[src/rtl/mult_pkg.sv]
// Shared types and constants for the shift-and-add multiplier control unit.
package mult_pkg;

  localparam int unsigned MULT_N     = 4;
  localparam int unsigned MULT_ACC_W = 2 * MULT_N + 1;

  typedef enum logic [2:0] {
    StIdle,
    StLoad,
    StTest,
    StShift,
    StDone
  } mult_state_e;

  // Never returns 0 so a counter for N=1 still has a real bit.
  function automatic int unsigned clog2(input int unsigned value);
    int unsigned width;
    width = 1;
    while ((32'd1 << width) < value) width++;
    return width;
  endfunction

endpackage

[src/rtl/mult_step_cnt.sv]
// Modulo-N step counter; counts completed shifts and flags the final one.
module mult_step_cnt
  import mult_pkg::*;
#(
  parameter int unsigned N = MULT_N
) (
  input  logic clk,
  input  logic rst,
  input  logic clear,
  input  logic inc,
  output logic last
);

  localparam int unsigned CntW = clog2(N);

  logic [CntW-1:0] cnt_q;

  always_ff @(posedge clk) begin
    if (rst || clear) begin
      cnt_q <= '0;
    end else if (inc) begin
      cnt_q <= last ? '0 : cnt_q + 1'b1;
    end
  end

  assign last = (cnt_q == CntW'(N - 1));

endmodule

[src/rtl/mult_ctrl.sv]
// Shift-and-add multiplier sequencer driving ACC Load/Sh/Ad strobes.
// Optional Busy output is enabled by defining MULT_CTRL_BUSY_EN.
module mult_ctrl
  import mult_pkg::*;
#(
  parameter int unsigned N = MULT_N
) (
  input  logic Clk,
  input  logic Rst,
  input  logic St,
  input  logic M,
  output logic Load,
  output logic Sh,
  output logic Ad,
  output logic Done
`ifdef MULT_CTRL_BUSY_EN
  ,
  output logic Busy
`endif
);

  mult_state_e state_q, state_d;
  logic        cnt_clear, cnt_inc, cnt_last;

  mult_step_cnt #(
    .N(N)
  ) u_step_cnt (
    .clk  (Clk),
    .rst  (Rst),
    .clear(cnt_clear),
    .inc  (cnt_inc),
    .last (cnt_last)
  );

  always_ff @(posedge Clk) begin
    if (Rst) begin
      state_q <= StIdle;
    end else begin
      state_q <= state_d;
    end
  end

  always_comb begin
    state_d   = state_q;
    Load      = 1'b0;
    Sh        = 1'b0;
    Ad        = 1'b0;
    Done      = 1'b0;
    cnt_clear = 1'b0;
    cnt_inc   = 1'b0;
    unique case (state_q)
      StIdle: begin
        if (St) state_d = StLoad;
      end
      StLoad: begin
        Load      = 1'b1;
        cnt_clear = 1'b1;
        state_d   = StTest;
      end
      StTest: begin
        // M is the multiplier bit now sitting in ACC bit 0.
        if (M) begin
          Ad      = 1'b1;
          state_d = StShift;
        end else begin
          Sh      = 1'b1;
          cnt_inc = 1'b1;
          if (cnt_last) state_d = StDone;
        end
      end
      StShift: begin
        Sh      = 1'b1;
        cnt_inc = 1'b1;
        state_d = cnt_last ? StDone : StTest;
      end
      StDone: begin
        Done = 1'b1;
        if (!St) state_d = StIdle;
      end
      default: state_d = StIdle;
    endcase
  end

`ifdef MULT_CTRL_BUSY_EN
  assign Busy = (state_q inside {StLoad, StTest, StShift});
`endif

endmodule

[config.mk]
export PLATFORM = sky130hd
export DESIGN_NAME = mult_ctrl
export DESIGN_NICKNAME = d
export VERILOG_FILES = /design/src/rtl/mult_pkg.sv /design/src/rtl/mult_step_cnt.sv /design/src/rtl/mult_ctrl.sv
export SDC_FILE = /design/constraint.sdc
export NUM_CORES = 1
export LEC_CHECK = 0
export CORE_AREA = 2 2 39 41
export CTS_CLUSTER_SIZE = 25
export DETAILED_ROUTE_END_ITERATION = 12
export DIE_AREA = 0 0 41 43
export PLACE_DENSITY = 0.48
export SYNTH_ARGS = -nofsm -noshare
export SYNTH_HDL_FRONTEND = slang
export SYNTH_HIERARCHICAL = 1
export SYNTH_SLANG_ARGS = --single-unit
[constraint.sdc]
create_clock -name Clk -period 1.6 [get_ports Clk]
set_input_delay 0.48 -clock Clk [delete_from_list [all_inputs] [get_ports Clk]]
set_output_delay 0.48 -clock Clk [all_outputs]
set_load 0.02 [all_outputs]
-- Word-level counts from Yosys, hierarchy flattened
Index checks and enable logic that the tools add are counted.
- reductions and logical operators: 3
- $add $sub $neg: 1
- equality and inequality tests: 8
- multiplexer cells: 13
- operator list (kind ; number):
    3-bit two-way mux ; 5
    3-bit case mux with 5 select lines ; 1
    3-bit by 2-bit == test with 1-bit output (second input constant) ; 2
    1-bit two-way mux ; 5
    2-bit inequality test (second input constant) ; 2
    3-bit by 1-bit == test with 1-bit output (second input constant) ; 1
    3-bit == test (second input constant) ; 1
    3-bit logical NOT ; 1
    3-bit inequality test (second input constant) ; 1
    3-bit AND reduction ; 1
    2-bit by 1-bit adder with 2-bit output (second input constant) ; 1
    2-bit == test (second input constant) ; 1
    2-bit two-way mux ; 1
    1-bit case mux with 2 select lines ; 1
    1-bit logical OR ; 1
- input bits: 4
- output and inout port bits: 4
- register bits: 5
- word-level logic and storage cells: 27

-- Depth between registers and ports, before layout
- depth after elaboration: 4
- depth in mapped cells: 4
- depth with buffers taken out: 4

-- By module
Netlist, hierarchy kept.
- modules (own cells, without submodules) (module ; times used ; seq. area each (sq um) ; cells each ; area each (sq um)):
    mult_ctrl ; 1 ; 60.1 ; 22 ; 201.4
    mult_step_cnt ; 1 ; 40.0 ; 8 ; 95.1

-- Worst setup path before layout
Ideal clock, no wire load.
- kind: input to register
- start point: in M
- end point: reg u_step_cnt.cnt_q[0]
- stages on the path: 4
- data arrival time: 1.873 ns
- path buffers: 0
- path slack: -0.353 ns
- library setup time: 0.079 ns
- data required time: 1.521 ns
- path through: nor2b_1 nor3b_1 or3b_1 a211oi_2
- word-level cells in the longest chain between the ends: 2
- RTL lines (item ; line ; text):
    start: declaration ; mult_ctrl.sv:11 ; input logic M,
    1-bit two-way mux ; -- ;
    1-bit case mux with 2 select lines ; -- ;
    named net Sh ; mult_ctrl.sv:13 ; output logic Sh,
    end signal: assignment ; mult_step_cnt.sv:22 ; cnt_q <= last ? '0 : cnt_q + 1'b1;
    end: declaration ; mult_step_cnt.sv:16 ; logic [CntW-1:0] cnt_q;
The timed path passes the listed nets, and every way through them passes these cells.
A chain may end at the register's enable or synchronous reset.

-- Final worst setup path
- start point: reg state_q[0]
- end point: out Ad
- word-level cells in the longest chain between the ends: 2
- RTL lines (item ; line ; text):
    start: declaration ; mult_ctrl.sv:22 ; mult_state_e state_q, state_d;
    start signal: assignment ; mult_ctrl.sv:37 ; state_q <= StIdle;
    start signal: assignment ; mult_ctrl.sv:39 ; state_q <= state_d;
    3-bit by 2-bit == test with 1-bit output ; mult_ctrl.sv:51 ; unique case (state_q)
    1-bit two-way mux ; mult_ctrl.sv:51 ;
    end: declaration ; mult_ctrl.sv:14 ; output logic Ad,
Every way passes these cells.

==> metrics <==
H-tree depth 1; reg2reg setup slack 0.16 ns; DRC Markers 0; first drt pass iteration count 2; Slew Limit Fails 0; asr flop ratio synth 0%; Core Box Area 1384 um^2; Cells after DPL 58; Die Y-Extent 43 um; pwr/cell area 871.6 nW/um^2; Worst-Skew Late Latency 0.24 ns; largest net degree at the start of global routing 10; Max Root-Sink Buffers 2; post-synthesis cell count 30; Netlist cell types 21; Die ar. 1763 um^2; Syn Area/Cell 9.884 um^2; Startpoint Class register; # clock sinks 5; routed wire length per instance 12.56 um; vias in the first global route 292; Cell Area, Synth 296.5 um^2; ys flop type dfxtp_1; PortBufs 7; Max FO, Critical Path 6; ANT cells 0; initial antenna violation count 0; RePlAce Congestion 0.7142; DR vias 296; placed cell area 431.7 um^2; Clock Pin Slew Worst Setup and Hold Paths 0.04 ns; vias per cell 4.698; Crit path arrival time 1.09 ns; Max Cap Viol 0; post-DP HPWL 614 um; hold_sp u_step_cnt/cnt_q[0]$_SDFFE_PP0P_; Worst Hold Class reg -> reg; CTS root buf clkbuf_4; Final Util 35.99%; Non-Filler Instances 63; layout cells sized above 1 55.32%; status finished, final reports clean; area delta synth->final 67.93%; sequential area share after synthesis 33.76%; cell taking the most area after synthesis dfxtp_1; final setup fails 0; post-route clock skew 0.003084 ns; Pleak 0.2021 nW; required time of the critical path 1.12 ns; achievable clock frequency 0.6382 GHz; Worst slew margin 83.06%; Post-synth EDFFs 0; Reg2Reg Launch Point state_q[0]$_SDFFE_PP0P_; worst setup margin 0.03306 ns; total CTS buffers 3; global-route wire length before repair 1255 um; # hold bufs at CTS 0; DRT iter0 DRCs 6; crit path time final 1.567 ns; worst hold path endpoint u_step_cnt/cnt_q[0]$_SDFFE_PP0P_; most frequent cells after synthesis dfxtp_1, a211oi_1, mux2i_1, nor2_1, nor3b_1; post-route ant nets 0; Die Wd 41 um; Total Nets Final 53; top cell type's share of synthesized area 33.76%; Worst Setup End Kind output pin; worst hold path depth 2; Syn Nets 35; Place WS -0.8076 ns; Routed WL 791 um; IO Pins 8; total power 0.0004340 W; worst-margin pin slew 0.2526 ns; CTS tree done; GRT Residual Overflow 0; top-count cell post-synth dfxtp_1; final instance area 498.0 um^2; GR Util All Layers 11.35%; Peak VDD IR 0.4109 mV; Ys Warns 6; Core Rows 14; critical path class reg -> out; fin crit share 97.93%; Initial Util 21.43%; final hold violations 0; R2R cell count 6; Synth area leaders dfxtp_1, a211oi_1, mux2i_1, nor3b_1, a211oi_2; fill cell count 145; Synth Register Bits 5; reg2reg end u_step_cnt/cnt_q[0]$_SDFFE_PP0P_
-- placed cells by master, fill, tap and decap left out, drive strengths merged, types with 2 or more instances in the layout --
master,count
buf,12
dfxtp,5
a211oi,4
clkbuf,4
nor2,2
mux2i,2
clkdlybuf4s50,2
nor3b,2
or2b,2
-- worst max-delay path, cell delays in order (launching register included) --
cell,delay (ns)
dfxtp_2,0.31
buf_6,0.13
nor2_4,0.10
and3_2,0.19
buf_6,0.11
-- sequential cells by signal, indices dropped and copies added (netlist names) --
| name | cells |
|---|---|
| state_q | 3 |
| u_step_cnt/cnt_q | 2 |
-- routing by layer --
metal  GRT usage, %  vias to the layer above  part of all wire, %
met2          19.06                       11                   52
met1          10.93                      135                   40
met3          6.283                        0                  8.0
li1               -                      150                    -
met5              0                        -                    0
met4          4.000                        0                    0
-- stage by stage --
step           setup TNS [ns]  hold WS (ns)
6_report                    0        0.5087
5_1_grt             -0.004360        0.5381
4_1_cts              -0.04125        0.5228
3_5_place_dp           -2.809        0.5167
3_3_place_gp           -2.583        0.4965
2_1_floorplan               0        0.4769
-- kinds of logic after synthesis --
kind of cell	Yosys count	share of synthesized area, %
compound gates	6	15.61
fa+ha+maj	1	4.219
buf+inv	2	5.062
flops	5	33.76
mux	2	6.751
simple gates	14	34.60
-- how the worst max path moves through the flow --
| stage | startpoint | to | cells after the start |
|---|---|---|---|
| after detailed placement | M | Sh | 4 |
| after floorplan | M | u_step_cnt/cnt_q[0]$_SDFFE_PP0P_ | 4 |
| after CTS | state_q[0]$_SDFFE_PP0P_ | Ad | 4 |
| final | state_q[0]$_SDFFE_PP0P_ | Ad | 4 |
| after global placement | M | Sh | 4 |
| after global routing | state_q[0]$_SDFFE_PP0P_ | Ad | 4 |
-- power breakdown --
group	internal, W	leakage (nW)	switching, W
Sequential	0.000137	0.0423	0.0000143
Clock	0.0000943	0.0150	0.0000516
Combinational	0.0000787	0.145	0.0000585
Total	0.000310	0.202	0.000124
-- final cells by class --
class / count / area, um^2 / share of cell area [%]
Multi-Input combinational cell: 23 / 217.7 / 43.72
Inverter: 1 / 3.754 / 0.7538
Timing Repair Buffer: 14 / 123.9 / 24.87
Sequential cell: 5 / 106.4 / 21.36
Tap cell: 16 / 20.02 / 4.020
Clock buffer: 4 / 26.28 / 5.276
-- timing repair --
item                                    4_1_cts  5_1_grt
setup buffers                                 0        1
endpoints found under the setup margin        5        4
pin swaps                                     1        2
resized for setup                            33        7
No activity file was read; power rests on OpenSTA's default activity.
==> variant 1, RTL diff (same flow settings) <==
`MULT_N`: 4 -> 8.
--- a/src/rtl/mult_pkg.sv
+++ b/src/rtl/mult_pkg.sv
@@ -1,7 +1,7 @@
 // Shared types and constants for the shift-and-add multiplier control unit.
 package mult_pkg;
 
-  localparam int unsigned MULT_N     = 4;
+  localparam int unsigned MULT_N     = 8;
   localparam int unsigned MULT_ACC_W = 2 * MULT_N + 1;
 
   typedef enum logic [2:0] {
Function: changed (Yosys sat finds a counterexample within 10 cycles, from zero or initial values and one cycle with Rst high).
==> variant 1 against the unedited design <==
- die area is the same
- design area increased by 11%
- non-clock buffer count grew 1
- final cell count up 7.9%
- routed wire length grew 8.3%
- highest routed layer unchanged
- power grew 5.8%
- hold slack worse by 0.019 ns
- largest power group unchanged
- synthesized area rose by 18%
- worst setup slack improved by 0.0064 ns
- first-iteration DRC count down 33%
- sequential cell count rose by 1
==> variant 1: results (changes against the unedited design) <==
Placed design
  – Dpl ws: -0.7773 ns (+0.03024 ns)
  – GPL Wtd Cong: 0.7056 (-1.2%)
  – Cells after DPL: 64 (+10%)
  – Cell Area, Placed: 493.0 um^2 (+14%)
  – HPWL Detailed: 699.8 um (+14%)

Global route
  – Vias in the first global route: 334 (+14%)
  – Met3 global-route usage: 3.141% (-3.1 points)
  – Gr usage total: 12.36% (+1.0 points)
  – Met1 Usage GRT: 15.16% (+4.2 points)

Power
  – Lkg Pwr: 0.2286 nW (+13%)
  – Gate power share: 30.7% (-0.9 points)
  – P_sw: 132.8 uW (+6.8%)
  – IR drop worst, VDD: 392.0 uV (-4.6%)
  – Tot Pwr: 459.3 uW (+5.8%)

Detailed routing
  – Wire length on met2: 454 um (+11%)
  – Met1 wire length: 382 um (+20%)
  – Drt wl/cell: 12.60 um (+0.38%)
  – Detail-routed via count per cell: 4.824 (+2.7%)
  – First-pass iteration count of the detailed router: 4 (+2)
  – DR WL met3: 20 um (-68%)

Run status
  – Status: finished clean

Yosys
  – Net count after synthesis: 41 (+17%)
  – Yosys reg bits: 6 (+1)
  – Most instantiated cells after synthesis: dfxtp_1 (6), a211oi_1 (4)
  – Distinct cells, synth: 22 (+4.8%)
  – Sequential area share after synthesis: 34.29% (+0.53 points)

Finish
  – Non-clk bufs: 15 (+1)
  – Largest registers: state_q (3), u_step_cnt/cnt_q (3)
  – Clock-cell share: 4.072% (-1.2 points)

Timing
  – Clock Skew: 0.003847 ns (+0.0007622 ns)
  – Slew @ Worst Pin: 0.2120 ns (-0.04054 ns)

Min path
  – Min-delay src: u_step_cnt/cnt_q[1]$_SDFFE_PP0P_
-- variant 1: changes by cell type after synthesis, sizes merged --
cell,delta
a211oi,+1
dfxtp,+1
ha,+1
nand2b,+1
nand3b,+1
-- variant 1: path summary, 6_finish.rpt --
kind / slack [ns] / endpoint
hold reg to reg: 0.49 / u_step_cnt/cnt_q[1]$_SDFFE_PP0P_
setup / recovery: 0.04 / Sh
setup reg to reg: 0.13 / u_step_cnt/cnt_q[0]$_SDFFE_PP0P_
hold / removal: 0.49 / u_step_cnt/cnt_q[1]$_SDFFE_PP0P_
-- variant 1: kinds of logic (layout without fill, tap and decap cells) --
logic type / count (synthesis) / in the layout / share of synthesized area (%)
buffers and inverters: 2 / 19 / 4.284
and+or+nand+nor: 16 / 16 / 33.22
muxes: 2 / 2 / 5.715
adders and majority gates: 2 / 2 / 7.142
DFF: 6 / 6 / 34.29
AOI/OAI and AO/OA: 7 / 7 / 15.36
==> variant 2, RTL diff (same flow settings) <==
Made on the original files. Make the reset (`Rst`) asynchronous in one clocked block.
--- a/src/rtl/mult_ctrl.sv
+++ b/src/rtl/mult_ctrl.sv
@@ -32,7 +32,7 @@
     .last (cnt_last)
   );
 
-  always_ff @(posedge Clk) begin
+  always_ff @(posedge Clk or posedge Rst) begin
     if (Rst) begin
       state_q <= StIdle;
     end else begin
Formal check against the unedited RTL: differs if Rst is asserted again (counterexample within 4 cycles, from zero or initial values and one cycle with Rst high); with Rst held inactive, the same outputs for 10 cycles.
==> variant 2 against the unedited design <==
- design area shrank 5.8%
- first-iteration DRC count is 33% lower
- largest cell class unchanged
- register-to-register slack gained 0.07 ns
- synthesized area fell by 11%
- the flow now finishes with violations (negative setup slack)
- worst setup slack got worse by 0.041 ns
- routed wire length fell by 24%
- sequential cell count did not move
Power is not compared: it rests on default switching activity, and its combinational part moved more than twofold at a synthesized area within 25%.
==> variant 2: results (changes against the unedited design) <==
Setup path
  – Cell family with most CP delay: flip-flops
  – CP Max Fanout: 3 (-3)
  – Slowest cell on crit path: dfrtp_1
  – Slowest stage delay, CP: 0.40 ns (+0.09 ns)
  – Reg2Reg Depth: 4 (-2)
  – Worst Setup SP: state_q[1]$_DFFE_PP0P_
  – Reg-to-reg setup timing slack: 0.23 ns (+0.07 ns)
  – Crit Reg-Reg Startpoint: state_q[0]$_DFFE_PP0P_
  – Crit path to: Load

Power
  – Gate power share: 55.2%
  – P_sw: 268.8 uW
  – Lkg Pwr: 0.2247 nW

Detailed routing
  – First-pass iteration count of the detailed router: 3 (+1)
  – Initial drt markers: 4 (-2)
  – Drt wl/cell: 10.36 um (-17%)
  – Via count: 250 (-16%)

Finish
  – Finished Layout Cells: 58 (-7.9%)
  – Final net count: 48 (-9.4%)
  – Share of layout cells above drive strength 1: 52.38% (-2.9 points)

Timing
  – WHS: 0.5031 ns (-0.005613 ns)
  – Worst setup margin: -0.008417 ns (-0.04148 ns)
  – Relative max-transition margin: 80.92% (-2.1 points)
  – Setup TNS: -0.008417 ns (-0.008417 ns)
  – Final setup fails: 1 (+1)
  – Clock Skew: 0.004761 ns (+0.001676 ns)

Yosys
  – Most instantiated cells after synthesis: dfrtp_1 (3), dfxtp_1 (2), mux2i_1 (2), nor2b_1 (2), nor3_1 (2)
  – Synth Area in Compound Gates: 12.26% (-3.3 points)
  – Multiplexer area fraction after synthesis: 7.547% (+0.80 points)
  – XOR/XNOR Fraction of Synth Area: 0% (unchanged)
  – Net count after synthesis: 28 (-20%)
  – Post-Syn Area per Cell: 11.53 um^2 (+17%)
  – Asr flop ratio synth: 60.00% (+60 points)
  – Sequential area share after synthesis: 43.40% (+9.6 points)
  – Distinct cells, synth: 17 (-19%)
  – Synth area leaders: dfrtp_1 (28%), dfxtp_1 (15%), mux2i_1 (7.5%)
  – Adder-cell share of the synthesized area: 4.717% (+0.50 points)

Clocking
  – Clk Tree Root Cell: clkbuf_4
  – Clock H-tree levels: 1 (unchanged)
  – CTS Buf Count: 3 (unchanged)
  – Setup Buffers After CTS: 1 (+1)
  – Post-CTS sizing: 29 (-12%)
  – Longest Clk Path Bufs: 2 (unchanged)

Global route
  – Global-route wire length before repair: 1.055 mm (-16%)
  – Gr usage total: 9.505% (-1.8 points)
  – Largest net degree at the start of global routing: 5 (-5)
  – Vias in the first global route: 277 (-5.1%)

Placed design
  – HPWL Detailed: 490.2 um (-20%)
  – Cell Area, Placed: 412.9 um^2 (-4.3%)
  – GPL Wtd Cong: 0.7564 (+5.9%)
  – Dpl ws: -0.7471 ns (+0.06054 ns)
  – Cells after DPL: 53 (-8.6%)

Run status
  – Violated checks: negative setup slack
  – Status: complete, but fails checks

Min path
  – Worst Hold Depth: 2 (unchanged)
==> variant 2: changes by cell type in the layout (fill, tap and decap cells not counted), sizes merged, moves of 2 or more <==
cell | before | now
a211oi | 4 | 1
dfrtp | 0 | 3
dfxtp | 5 | 2
or2b | 2 | 0
==> variant 2: final cells by class <==
| type | count | area (um^2) |
|---|---|---|
| clock buffers | 4 | 26.28 |
| repair buffers | 15 | 135.1 |
| well taps | 16 | 20.02 |
| fillers | 145 | 914.6 |
| flip-flops and latches | 5 | 115.1 |
| multi-input cells | 17 | 168.9 |
| inverters | 1 | 3.754 |
==> variant 2: stage by stage <==
stage	util (%)	power [mW]
after floorplan	-	0.4102
after global placement	29.84	0.5789
after detailed placement	29.84	0.5958
after CTS	33.91	0.8078
after global routing	33.91	0.8560
final	33.91	0.7946
==> variant 2: routing by layer <==
metal  wire [um]  part of all wire, %  global-route usage (%)
met1         241                   40                   9.211
met2         342                   57                   14.06
met3          18                  3.0                   4.712
met4           0                    0                   8.000
met5           0                    0                       0
